**src/rtl/uart_pkg.sv**
```systemverilog
// uart_pkg: shared definitions for the 8N1 UART transmitter and receiver.
// Holds the default clocks-per-bit, the data width, the idle line level
// and the receiver state encoding.
package uart_pkg;

    localparam int unsigned CPB_DEFAULT = 1250;  // 12 MHz / 9600 baud
    localparam int unsigned DATA_BITS   = 8;
    localparam logic        IDLE_LEVEL  = 1'b1;  // serial line idles high

    typedef enum logic [2:0] {
        IDLE  = 3'd0,
        START = 3'd1,
        DATA  = 3'd2,
        STOP  = 3'd3,
        BREAK = 3'd4
    } rx_state_e;

endpackage

```
**src/rtl/uart_sync2.sv**
```systemverilog
// uart_sync2: two-flop synchronizer for an asynchronous input pin.
// Ports:
//   clk_i  - system clock
//   rst_ni - synchronous active-low reset; both flops load RESET_VAL
//   d_i    - asynchronous input
//   q_o    - synchronized output (two clocks of latency)
module uart_sync2
    import uart_pkg::*;
#(
    parameter logic RESET_VAL = IDLE_LEVEL
) (
    input  logic clk_i,
    input  logic rst_ni,
    input  logic d_i,
    output logic q_o
);

    logic meta_q;
    logic sync_q;

    always_ff @(posedge clk_i) begin
        if (!rst_ni) begin
            meta_q <= RESET_VAL;
            sync_q <= RESET_VAL;
        end else begin
            meta_q <= d_i;
            sync_q <= meta_q;
        end
    end

    assign q_o = sync_q;

endmodule

```
**src/rtl/uart_rx.sv**
```systemverilog
// uart_rx: 8N1 UART receiver (8 data bits, LSB first, no parity, 1 stop bit).
// Ports:
//   clk       - system clock, all logic on its rising edge
//   rst_n     - synchronous active-low reset
//   rx        - asynchronous serial line, idle high
//   data      - last correctly framed byte
//   valid     - one-cycle pulse when data is updated
//   frame_err - one-cycle pulse when the stop bit is sampled low
//   busy      - high from start-edge detection until return to IDLE
module uart_rx
    import uart_pkg::*;
#(
    parameter int unsigned CPB = CPB_DEFAULT
) (
    input  logic       clk,
    input  logic       rst_n,
    input  logic       rx,
    output logic [7:0] data,
    output logic       valid,
    output logic       frame_err,
    output logic       busy
);

    localparam int unsigned HALF = CPB / 2;
    localparam int unsigned CW   = $clog2(CPB);
    localparam int unsigned IW   = $clog2(DATA_BITS);

    typedef logic [CW-1:0] cnt_t;

    rx_state_e              state_q, state_d;
    cnt_t                   cnt_q, cnt_d;
    logic [IW-1:0]          idx_q, idx_d;
    logic [DATA_BITS-1:0]   shreg_q, shreg_d;
    logic [DATA_BITS-1:0]   data_q, data_d;
    logic                   valid_q, valid_d;
    logic                   ferr_q, ferr_d;
    logic                   rx_s;

    uart_sync2 #(.RESET_VAL(IDLE_LEVEL)) u_sync (
        .clk_i  (clk),
        .rst_ni (rst_n),
        .d_i    (rx),
        .q_o    (rx_s)
    );

    // State register
    always_ff @(posedge clk) begin
        if (!rst_n) begin
            state_q <= IDLE;
            cnt_q   <= '0;
            idx_q   <= '0;
            shreg_q <= '0;
            data_q  <= '0;
            valid_q <= 1'b0;
            ferr_q  <= 1'b0;
        end else begin
            state_q <= state_d;
            cnt_q   <= cnt_d;
            idx_q   <= idx_d;
            shreg_q <= shreg_d;
            data_q  <= data_d;
            valid_q <= valid_d;
            ferr_q  <= ferr_d;
        end
    end

    // Next-state and datapath
    always_comb begin
        state_d = state_q;
        cnt_d   = cnt_q;
        idx_d   = idx_q;
        shreg_d = shreg_q;
        data_d  = data_q;
        valid_d = 1'b0;
        ferr_d  = 1'b0;
        case (state_q)
            IDLE: begin
                cnt_d = '0;
                if (rx_s != IDLE_LEVEL) state_d = START;
            end
            START: begin
                // Mid-start-bit check rejects glitches shorter than HALF
                if (cnt_q == cnt_t'(HALF - 1)) begin
                    cnt_d = '0;
                    if (rx_s == IDLE_LEVEL) begin
                        state_d = IDLE;
                    end else begin
                        state_d = DATA;
                        idx_d   = '0;
                    end
                end else begin
                    cnt_d = cnt_q + cnt_t'(1);
                end
            end
            DATA: begin
                if (cnt_q == cnt_t'(CPB - 1)) begin
                    cnt_d          = '0;
                    shreg_d[idx_q] = rx_s;
                    if (idx_q == IW'(DATA_BITS - 1)) state_d = STOP;
                    else                             idx_d   = idx_q + IW'(1);
                end else begin
                    cnt_d = cnt_q + cnt_t'(1);
                end
            end
            STOP: begin
                if (cnt_q == cnt_t'(CPB - 1)) begin
                    cnt_d = '0;
                    if (rx_s == IDLE_LEVEL) begin
                        data_d  = shreg_q;
                        valid_d = 1'b1;
                        state_d = IDLE;
                    end else begin
                        ferr_d  = 1'b1;
                        state_d = BREAK;
                    end
                end else begin
                    cnt_d = cnt_q + cnt_t'(1);
                end
            end
            BREAK: begin
                // Hold off start detection until the line returns high
                cnt_d = '0;
                if (rx_s == IDLE_LEVEL) state_d = IDLE;
            end
            default: begin
                state_d = IDLE;
                cnt_d   = '0;
                idx_d   = '0;
                shreg_d = '0;
                data_d  = '0;
            end
        endcase
    end

    // Outputs
    always_comb begin
        data      = data_q;
        valid     = valid_q;
        frame_err = ferr_q;
        case (state_q)
            START, DATA, STOP, BREAK: busy = 1'b1;
            default:                  busy = 1'b0;
        endcase
    end

endmodule

```
**config.mk**
```make
export PLATFORM = sky130hd
export DESIGN_NAME = uart_rx
export DESIGN_NICKNAME = d
export VERILOG_FILES = /design/src/rtl/uart_pkg.sv /design/src/rtl/uart_sync2.sv /design/src/rtl/uart_rx.sv
export SDC_FILE = /design/constraint.sdc
export NUM_CORES = 1
export LEC_CHECK = 0
export CORE_MARGIN = 1.5
export CORE_UTILIZATION = 50
export DETAILED_ROUTE_END_ITERATION = 8
export HOLD_SLACK_MARGIN = 0.1
export PLACE_DENSITY = 0.67
export SLEW_MARGIN = 0
export SYNTH_ARGS = -nofsm -noshare
export SYNTH_HDL_FRONTEND = slang
export SYNTH_SLANG_ARGS = --single-unit
```
**constraint.sdc**
```tcl
create_clock -name clk -period 3.4 [get_ports clk]
set_clock_uncertainty 0.05 [all_clocks]
set_input_delay 0.68 -clock clk [delete_from_list [all_inputs] [get_ports clk]]
set_output_delay 0.68 -clock clk [all_outputs]
set_load 0.1 [all_outputs]
```
==> results of run 1 <==
## cells in the mapped netlist (6+ instances only)
| master | instances |
|---|---|
| sky130_fd_sc_hd__a22oi_1 | 8 |
| sky130_fd_sc_hd__o21ai_0 | 7 |
| sky130_fd_sc_hd__xnor2_1 | 6 |
| sky130_fd_sc_hd__nand2b_1 | 6 |
| sky130_fd_sc_hd__inv_1 | 7 |
| sky130_fd_sc_hd__nand3_1 | 10 |
| sky130_fd_sc_hd__dfxtp_1 | 37 |
| sky130_fd_sc_hd__clkbuf_1 | 9 |
| sky130_fd_sc_hd__nor2b_1 | 9 |
| sky130_fd_sc_hd__nor2_1 | 25 |
| sky130_fd_sc_hd__nand2_1 | 18 |
| sky130_fd_sc_hd__o311ai_0 | 8 |
## area by class of cell
| cell class | instances | area share [%] |
|---|---|---|
| flip-flops and latches | 37 | 38.2 |
| inverters | 7 | 1.36 |
| multi-input cells | 146 | 48.4 |
| clock inverters | 3 | 0.904 |
| clock buffers | 5 | 1.94 |
| well taps | 46 | 2.97 |
| repair buffers | 14 | 6.20 |
## per-layer routing
layer / global-route usage (%) / up-vias / routed length, µm
met4: 7.50 / 0 / 78
met5: 0 / - / 0
met3: 5.80 / 9 / 209
met1: 20.1 / 665 / 1400
met2: 34.9 / 53 / 1690
li1: - / 728 / -
## logic make-up after synthesis
| group | synth area share (%) |
|---|---|
| AND/OR/NAND/NOR | 25.9 |
| AO/OA/AOI/OAI | 15.5 |
| flip-flops | 42.3 |
| buffers and inverters | 4.28 |
| XOR/XNOR | 5.00 |
| multiplexers | 3.50 |
| adder cells (fa/ha/maj) | 3.57 |
## flip-flops by register name, indices dropped and copies added (netlist names)
name / flops
idx_q: 3
cnt_q: 11
u_sync.meta_q: 1
u_sync.q_o: 1
valid: 1
state_q: 3
shreg_q: 8
data: 8
frame_err: 1
## worst reg2reg max path, delay by kind of cell (launching register included)
family | cells | cell delay (ps)
and+or+nand+nor | 2 | 560
DFF | 1 | 450
AOI/OAI and AO/OA | 3 | 800
adders and majority gates | 1 | 200
## power groups by stage
stage	combinational (µW)	clock [µW]	sequential, µW
after detailed placement	164	0	471
after CTS	165	231	461
after global routing	180	255	464
final	166	225	462
after floorplan	148	0	455
after global placement	159	0	470
## worst max path at each step
stage / cells after the start / startpoint / slack [ps] / to
floorplan: 4 / state_q[1] / 610 / busy
global placement: 1 / data[6] / 1240 / data[6]
detailed placement: 1 / data[5] / 1230 / data[5]
CTS: 1 / data[5] / 830 / data[5]
global route: 1 / data[5] / 780 / data[5]
finish: 1 / data[5] / 840 / data[5]
## per-stage QoR
stage | total power, µW | cell area, µm² | std cells | util [%]
after floorplan | 603 | 1750 | 202 | -
after global placement | 630 | 1880 | 250 | 56.4
after detailed placement | 635 | 1880 | 250 | 56.4
after CTS | 857 | 1940 | 258 | 58.0
after global routing | 899 | 1940 | 258 | 58.0
final | 853 | 1940 | 258 | 58.0
==> summary.txt, run 1 <==
==========================================================================================
Inserted Diodes                                                                          0
Clock tree root driver cell                                                   sky130_fd_sc_hd__clkbuf_4
Switching power                                                                     285 µW
Core box area                                                                  0.00334 mm²
P_leak                                                                         0.000678 µW
Iter 0 DRT Violations                                                                   91
Maxcap violations                                                                        0
Slowest cell delay on critical path                                                1130 ps
Worst hold slack                                                                    373 ps
Synthesis-stage register bit count                                                      37
Via count of the first global-routing pass                                            1410
Largest fanout on the critical path                                                      2
FP Rows                                                                                 21
Number of slew-limit violations in the final report                                      0
Capture endpoint of the worst hold path                                         u_sync.q_o
Post CTS Setup Buffer Count                                                              0
Part of the Yosys area used for sequential elements                                  42.3%
Clock tree from TritonCTS                                                            built
Routed WL                                                                          3380 µm
Number of buffers added by the clock tree synthesis step                                 5
Final net count                                                                        219
R2R Path Start                                                                    cnt_q[0]
Proportion of total power due to net switching                                       33.5%
Die W                                                                              62.2 µm
GP Congestion                                                                        0.864
First-pass detailed-route iteration total                                                4
Synth top area share                                                                 42.3%
Routed length per instance                                                         13.1 µm
Relative max-transition margin                                                       35.7%
Worst-case setup slack after placement                                             1230 ps
Startpoint type of the worst setup path                                               flop
Ys async rst share                                                                      0%
Critical hold path startpoint                                                 u_sync.meta_q
Power density of the placed cells                                               440 mW/mm²
Synth top area cells                                                          sky130_fd_sc_hd__dfxtp_1 42%, sky130_fd_sc_hd__nor2_1 5.4%, sky130_fd_sc_hd__o311ai_0 4.0%
Class of the most critical setup path                                         flop to output port
Maximum number of buffers from clock root to sink                                        2
Critical path buffer and inverter count                                                  1
Worst skew pair latency                                                             340 ps
Register area                                                                      741 µm²
Starting density of the core                                                         52.5%
Count of synthesis-stage warnings from yosys                                             0
Critical path data required time                                                   2670 ps
Sort of element at the end of the critical path                                output port
Worst path setup slack after routing                                                843 ps
R2R Setup Slk                                                                      1240 ps
Register-to-Register Path Depth                                                          6
Top Ports                                                                               14
Final Cycle Share                                                                    75.2%
Clock edge transition at the registers on the reported setup and hold paths         120 ps
Setup-violating endpoint count in the final report                                       0
Overall fraction of global-route tracks in use                                       19.0%
Highest attainable clock frequency                                               0.391 GHz
Routed vias                                                                           1455
CP delay by family, top                                                       buffers and inverters
Grt total ovfl                                                                           0
Slew @ Worst Pin                                                                    961 ps
Number of standard cells after synthesis                                               202
Number of I/O port buffers                                                              13
Comb power frac                                                                      19.4%
Post-detailed-placement half-perimeter wirelength                                  2460 µm
EDFF count, synth                                                                        0
Area of the multi-input gates                                                      937 µm²
Hold path cells                                                                          1
Outcome                                                                          completed
Net count after synthesis                                                              210
DR DRC count                                                                             0
Worst ir drop on vdd                                                              0.207 mV
Avg Synthesized Cell Area                                                         8.68 µm²
First-pass GRT wire length                                                         5930 µm
Total negative slack                                                                  0 ps
Post-cts gate resize count                                                               0
Post-layout min period                                                             2560 ps
Number of distinct library cells after synthesis                                        37
Proportion of power drawn by flip-flops and latches                                  54.2%
Pin count of the biggest net entering global routing                                    29
Cell breakdown of the critical path                                           clkdlybuf4s50_1
Post-synth top flop                                                           sky130_fd_sc_hd__dfxtp_1
Y dimension of the die                                                             62.2 µm
Die Area                                                                       0.00387 mm²
Number of antenna violations at the first check in global routing                        0
Commonest cells after routing, fill and taps aside                            37 x sky130_fd_sc_hd__dfxtp_1, 25 x sky130_fd_sc_hd__nor2_1, 18 x sky130_fd_sc_hd__nand2_1
Unrepaired setup endpoints after global routing                                      false
Signal arrival time at the worst endpoint                                          1830 ps
Endpoint of the lowest-slack register-to-register path                          shreg_q[0]
H-tree levels                                                                            2
Worst min path class                                                          flop to flop
Layout-stage area growth over the synthesis result                                   10.5%
Remaining number of nets flagged by the antenna check after routing                      0
Cell area after synthesis                                                      0.00175 mm²
Clk network pwr share                                                                26.3%
Pint                                                                                568 µW
CTS Hold Buffers Added                                                                   0
Total of fill cells in the finished design                                             321
Average vias per placed instance                                                      5.64
Synth area leader                                                             sky130_fd_sc_hd__dfxtp_1
Cell type of the slowest stage on the worst timing path                       sky130_fd_sc_hd__clkdlybuf4s50_1
Most common cell after layout, fill and taps aside                            sky130_fd_sc_hd__dfxtp_1
Clock Sinks                                                                             37
Endpoints failing hold                                                                   0
Fraction of final layout cells with drive strength greater than 1                    10.4%
==========================================================================================
(Power assumes the default switching activity.)
==> run 2: changes to the inputs <==
--- a/config.mk
+++ b/config.mk
@@ -9,7 +9,7 @@
 export CORE_UTILIZATION = 50
 export DETAILED_ROUTE_END_ITERATION = 8
 export HOLD_SLACK_MARGIN = 0.1
-export PLACE_DENSITY = 0.67
+export PLACE_DENSITY = 0.7
 export SLEW_MARGIN = 0
 export SYNTH_ARGS = -nofsm -noshare
 export SYNTH_HDL_FRONTEND = slang
==> constraint.sdc (replaced) <==
create_clock -name clk -period 2.2 [get_ports clk]
set_clock_uncertainty 0.05 [all_clocks]
set_input_delay 0.44 -clock clk [delete_from_list [all_inputs] [get_ports clk]]
set_output_delay 0.44 -clock clk [all_outputs]
set_load 0.1 [all_outputs]
==> summary.txt, run 2 (same netlist as run 1, synthesis figures left out) <==
==========================================================================================
Post-placement cell area                                                       0.00189 mm²   +0.67%
GP Congestion                                                                        0.774   -10%
Number of slew-limit violations in the final report                                      0   unchanged
Maxcap violations                                                                        0   unchanged
Slew @ Worst Pin                                                                    558 ps   -403 ps
Average vias per placed instance                                                      5.71   +1.2%
Critical Path Start                                                             state_q[1]
Die Area                                                                       0.00387 mm²   unchanged
Class of the most critical setup path                                         flop to output port
First-pass detailed-route iteration total                                                4   unchanged
Total of fill cells in the finished design                                             298   -7.2%
Register-to-Register Path Depth                                                          7   +1
Worst hold slack                                                                    369 ps   -3.41 ps
Number of I/O port buffers                                                              13   unchanged
R2R Path Start                                                                    cnt_q[1]
Number of buffers added by the clock tree synthesis step                                 5   unchanged
Flip-flop count of the largest register, all copies and words added                     11   unchanged
Starting density of the core                                                         52.5%   unchanged
Grt total ovfl                                                                           0   unchanged
Total negative slack                                                                  0 ps   unchanged
Inserted Diodes                                                                          0   unchanged
Worst ir drop on vdd                                                              0.487 mV   +140%
CTS Hold Buffers Added                                                                   0   unchanged
Routed WL                                                                          3520 µm   +4.0%
Pin count of the biggest net entering global routing                                    17   -41%
Overall fraction of global-route tracks in use                                       19.2%   +0.21 points
Sort of element at the end of the critical path                                output port
Outcome                                                                          completed
Capture endpoint of the worst hold path                                         u_sync.q_o
Most common cell after layout, fill and taps aside                            sky130_fd_sc_hd__dfxtp_1
Clock tree from TritonCTS                                                            built
Signal arrival time at the worst endpoint                                          1610 ps   -220 ps
Remaining number of nets flagged by the antenna check after routing                      0   unchanged
Highest attainable clock frequency                                               0.477 GHz
Critical hold path startpoint                                                 u_sync.meta_q
Clock tree root driver cell                                                   sky130_fd_sc_hd__clkbuf_4
Routed vias                                                                           1478   +1.6%
Post-detailed-placement half-perimeter wirelength                                  2530 µm   +3.1%
Worst skew pair latency                                                             330 ps   about the same
Layout-stage area growth over the synthesis result                                   14.9%
Iter 0 DRT Violations                                                                   80   -12%
Post-route standard cell area excluding fillers                                0.00201 mm²   +4.0%
Via count of the first global-routing pass                                            1361   -3.5%
Commonest cells after routing, fill and taps aside                            36 x sky130_fd_sc_hd__dfxtp_1, 24 x sky130_fd_sc_hd__nor2_1, 18 x sky130_fd_sc_hd__nand2_1
Power density of the placed cells                                               789 mW/mm²   +79%
Clock Sinks                                                                             37   unchanged
Top reg by flops                                                                     cnt_q
Die W                                                                              62.2 µm   unchanged
Largest fanout on the critical path                                                     12   +10
Top Ports                                                                               14   unchanged
Final Cycle Share                                                                    95.4%
Setup-violating endpoint count in the final report                                       0   unchanged
Final net count                                                                        220   +0.46%
Number of antenna violations at the first check in global routing                        0   unchanged
Endpoint of the lowest-slack register-to-register path                          shreg_q[2]
Hold path cells                                                                          1   unchanged
Maximum number of buffers from clock root to sink                                        2   unchanged
P_leak                                                                         0.000722 µW   +6.5%
Clock edge transition at the registers on the reported setup and hold paths         110 ps   about the same
Y dimension of the die                                                             62.2 µm   unchanged
Core box area                                                                  0.00334 mm²   unchanged
DR DRC count                                                                             0   unchanged
Endpoints failing hold                                                                   0   unchanged
H-tree levels                                                                            2   unchanged
Critical path data required time                                                   1710 ps   -960 ps
Relative max-transition margin                                                       62.7%   +27 points
FP Rows                                                                                 21   unchanged
Routed length per instance                                                         13.6 µm   +3.6%
Startpoint type of the worst setup path                                               flop
Worst min path class                                                          flop to flop
Fraction of final layout cells with drive strength greater than 1                    14.6%   +4.2 points
Post-layout min period                                                             2100 ps
R2R Setup Slk                                                                       210 ps   -1030 ps
First-pass GRT wire length                                                         6090 µm   +2.5%
==========================================================================================
==> run 2: how the worst max path moves through the flow <==
stage / to / slack, ps / depth (start not counted)
floorplan: busy / 90 / 4
global placement: shreg_q[4] / 240 / 6
detailed placement: shreg_q[2] / 90 / 6
CTS: shreg_q[2] / 90 / 6
global route: shreg_q[4] / -6 / 4
finish: busy / 100 / 4
==> run 2: timing repair <==
action                                  in CTS  in global routing
resized for setup                            0                  5
setup buffers                                0                  0
endpoints found under the setup margin       0                 14
==> run 2: power by group <==
| part | total, µW | switching, µW | internal [µW] |
|---|---|---|---|
| Sequential | 717 | 33.7 | 683 |
| Combinational | 301 | 195 | 105 |
| Clock | 571 | 219 | 352 |
==> run 2: stage by stage <==
stage	setup WS [ps]	total power (µW)	util (%)	std cells
floorplan	94.2	934	-	202
global placement	242	1010	56.8	251
detailed placement	88.0	1010	56.8	251
CTS	86.6	1590	59.8	259
global route	-5.81	1660	60.4	259
finish	102	1590	60.4	259
==> run 2: metal layers <==
| metal | vias to the layer above | wire, µm | global-route usage (%) |
|---|---|---|---|
| li1 | 730 | - | - |
| met1 | 700 | 1580 | 24.2 |
| met2 | 44 | 1720 | 32.7 |
| met3 | 4 | 199 | 5.80 |
| met4 | 0 | 12 | 3.61 |
| met5 | - | 0 | 0 |
==> run 2: final cells by class <==
| type | count | area (µm²) | area share, % |
|---|---|---|---|
| Clock buffer | 5 | 37.5 | 1.86 |
| Tap cell | 46 | 57.6 | 2.86 |
| Clock inverter | 3 | 65.1 | 3.23 |
| Inverter | 7 | 26.3 | 1.30 |
| Timing Repair Buffer | 15 | 130 | 6.46 |
| Multi-Input combinational cell | 146 | 956 | 47.5 |
| Sequential cell | 37 | 742 | 36.8 |
==> run 2: critical path, stage by stage (launching register included) <==
cell and delay [ps]:
sky130_fd_sc_hd__dfxtp_1 620, sky130_fd_sc_hd__nor2_4 130, sky130_fd_sc_hd__nor2b_1 250, sky130_fd_sc_hd__nor2_2 90, sky130_fd_sc_hd__buf_12 170
==> run 3: changes to the inputs <==
--- a/config.mk
+++ b/config.mk
@@ -6,10 +6,10 @@
 export NUM_CORES = 1
 export LEC_CHECK = 0
 export CORE_MARGIN = 1.5
-export CORE_UTILIZATION = 50
+export CORE_UTILIZATION = 25
 export DETAILED_ROUTE_END_ITERATION = 8
 export HOLD_SLACK_MARGIN = 0.1
-export PLACE_DENSITY = 0.7
+export PLACE_DENSITY = 0.39
 export SLEW_MARGIN = 0
 export SYNTH_ARGS = -nofsm -noshare
 export SYNTH_HDL_FRONTEND = slang
==> summary.txt, run 3 (same netlist as run 1, synthesis figures left out) <==
==========================================================================================
Worst skew pair latency                                                             290 ps   -40 ps
Clock Sinks                                                                             37   unchanged
Clock tree from TritonCTS                                                            built
Unrepaired setup endpoints after global routing                                      false
Largest fanout on the critical path                                                      8   -4
Worst min path class                                                          flop to flop
GP Congestion                                                                        0.710   -8.3%
Clk network pwr share                                                                38.1%   +2.2 points
H-tree levels                                                                            2   unchanged
Clock edge transition at the registers on the reported setup and hold paths          80 ps   -30 ps
First-pass detailed-route iteration total                                                4   unchanged
Pint                                                                               1160 µW   +1.3%
Y dimension of the die                                                             86.7 µm   +39%
Slew @ Worst Pin                                                                    454 ps   -103 ps
Overall fraction of global-route tracks in use                                       10.7%   -8.4 points
Proportion of power drawn by flip-flops and latches                                  43.8%   -1.3 points
First-pass GRT wire length                                                         6310 µm   +3.6%
Inserted Diodes                                                                          0   unchanged
Number of buffers added by the clock tree synthesis step                                 5   unchanged
Top reg by flops                                                                     cnt_q
Total negative slack                                                                  0 ps   unchanged
Commonest cells after routing, fill and taps aside                            37 x sky130_fd_sc_hd__dfxtp_1, 24 x sky130_fd_sc_hd__nor2_1, 18 x sky130_fd_sc_hd__nand2_1
Routed length per instance                                                         11.9 µm   -13%
Final Cycle Share                                                                    91.8%   -3.6 points
Clock tree root driver cell                                                   sky130_fd_sc_hd__clkbuf_8
Layout-stage area growth over the synthesis result                                   20.8%
Number of I/O port buffers                                                              13   unchanged
Outcome                                                                          completed
Starting density of the core                                                         25.8%   -27 points
Signal arrival time at the worst endpoint                                          2140 ps   +530 ps
Top Ports                                                                               14   unchanged
Setup-violating endpoint count in the final report                                       0   unchanged
Routed vias                                                                           1373   -7.1%
Post-placement cell area                                                       0.00199 mm²   +5.3%
Fraction of final layout cells with drive strength greater than 1                    15.6%   +1.0 points
Die W                                                                              86.7 µm   +39%
Core box area                                                                  0.00679 mm²   +100%
Post-detailed-placement half-perimeter wirelength                                  2680 µm   +5.8%
Post-layout min period                                                             2020 ps   -79.7 ps
P_leak                                                                         0.000746 µW   +3.4%
Post-route standard cell area excluding fillers                                0.00212 mm²   +5.2%
Post CTS Setup Buffer Count                                                              0   unchanged
Critical path data required time                                                   2320 ps   +610 ps
Proportion of total power due to net switching                                       28.8%   +0.59 points
Worst ir drop on vdd                                                              0.287 mV   -41%
Routed WL                                                                          3720 µm   +5.9%
Via count of the first global-routing pass                                            1300   -4.5%
Switching power                                                                     467 µW   +4.3%
Relative max-transition margin                                                       69.6%   +6.9 points
Highest attainable clock frequency                                               0.495 GHz   +3.9%
Iter 0 DRT Violations                                                                   84   +5.0%
Sort of element at the end of the critical path                                       flop
Maxcap violations                                                                        0   unchanged
Average vias per placed instance                                                      4.37   -23%
Number of antenna violations at the first check in global routing                        0   unchanged
Design Power                                                                       1620 µW   +2.1%
Power density of the placed cells                                               766 mW/mm²   -2.9%
Most common cell after layout, fill and taps aside                            sky130_fd_sc_hd__dfxtp_1
Grt total ovfl                                                                           0   unchanged
Final net count                                                                        225   +2.3%
Pin count of the biggest net entering global routing                                    24   +7
Flip-flop count of the largest register, all copies and words added                     11   unchanged
Remaining number of nets flagged by the antenna check after routing                      0   unchanged
Startpoint type of the worst setup path                                               flop
FP Rows                                                                                 30   +43%
Class of the most critical setup path                                         flop to flop
Number of slew-limit violations in the final report                                      0   unchanged
Comb power frac                                                                      18.2%   -0.7 points
Die Area                                                                       0.00752 mm²   +94%
Endpoints failing hold                                                                   0   unchanged
Maximum number of buffers from clock root to sink                                        2   unchanged
DR DRC count                                                                             0   unchanged
==========================================================================================
==> run 3: timing repair <==
item                                   4_1_cts  5_1_grt
gates resized for setup                      0        1
setup endpoints to repair                    0        6
hold buffers                                 0        0
endpoints found under the hold margin        0        0
==> run 3: path summary, 6_finish.rpt <==
check	start	endpoint	slack (ps)	cells past startpoint
min reg2reg	u_sync.meta_q	u_sync.q_o	370	1
max reg2reg	cnt_q[0]	shreg_q[4]	180	6
min	u_sync.meta_q	u_sync.q_o	370	1
max	cnt_q[0]	shreg_q[4]	180	6
==> run 3: stage by stage <==
| step | setup WS [ps] | utilization, % | hold slack (ps) | cells |
|---|---|---|---|---|
| final | 181 | 31.2 | 373 | 314 |
| after global routing | 5.45 | 31.2 | 399 | 314 |
| after CTS | 92.4 | 31.1 | 383 | 314 |
| after detailed placement | 91.8 | 29.4 | 360 | 306 |
| after global placement | 66.0 | 29.4 | 344 | 306 |
| after floorplan | 94.2 | - | 336 | 202 |
==> run 3: power groups by stage <==
stage,Sequential [µW],Combinational [µW],Clock [µW]
after global routing,714,320,667
after detailed placement,725,296,0
final,710,295,618
after floorplan,703,232,0
after global placement,727,302,0
after CTS,710,297,639
==> run 3: critical path: stages (launching register included) <==
cell and delay [ps]:
sky130_fd_sc_hd__dfxtp_1 430, sky130_fd_sc_hd__ha_1 200, sky130_fd_sc_hd__nand4b_2 140, sky130_fd_sc_hd__nor4b_4 430, sky130_fd_sc_hd__a21oi_2 180, sky130_fd_sc_hd__o311ai_0 360, sky130_fd_sc_hd__o31ai_1 120
==> run 3: metal layers <==
metal | share of wire (%) | vias up | GRT usage [%]
met2 | 44 | 15 | 16.5
met4 | 1.5 | 0 | 4.40
li1 | - | 736 | -
met3 | 2.5 | 5 | 2.86
met5 | 0 | - | 0
met1 | 52 | 617 | 14.2
==> run 3: layout make-up <==
| class | instances | area [µm²] |
|---|---|---|
| Multi-Input combinational cell | 146 | 943 |
| Sequential cell | 37 | 741 |
| Tap cell | 96 | 120 |
| Timing Repair Buffer | 20 | 168 |
| Clock buffer | 6 | 82.6 |
| Clock inverter | 2 | 37.5 |
| Fill cell | 732 | 4680 |
| Inverter | 7 | 26.3 |
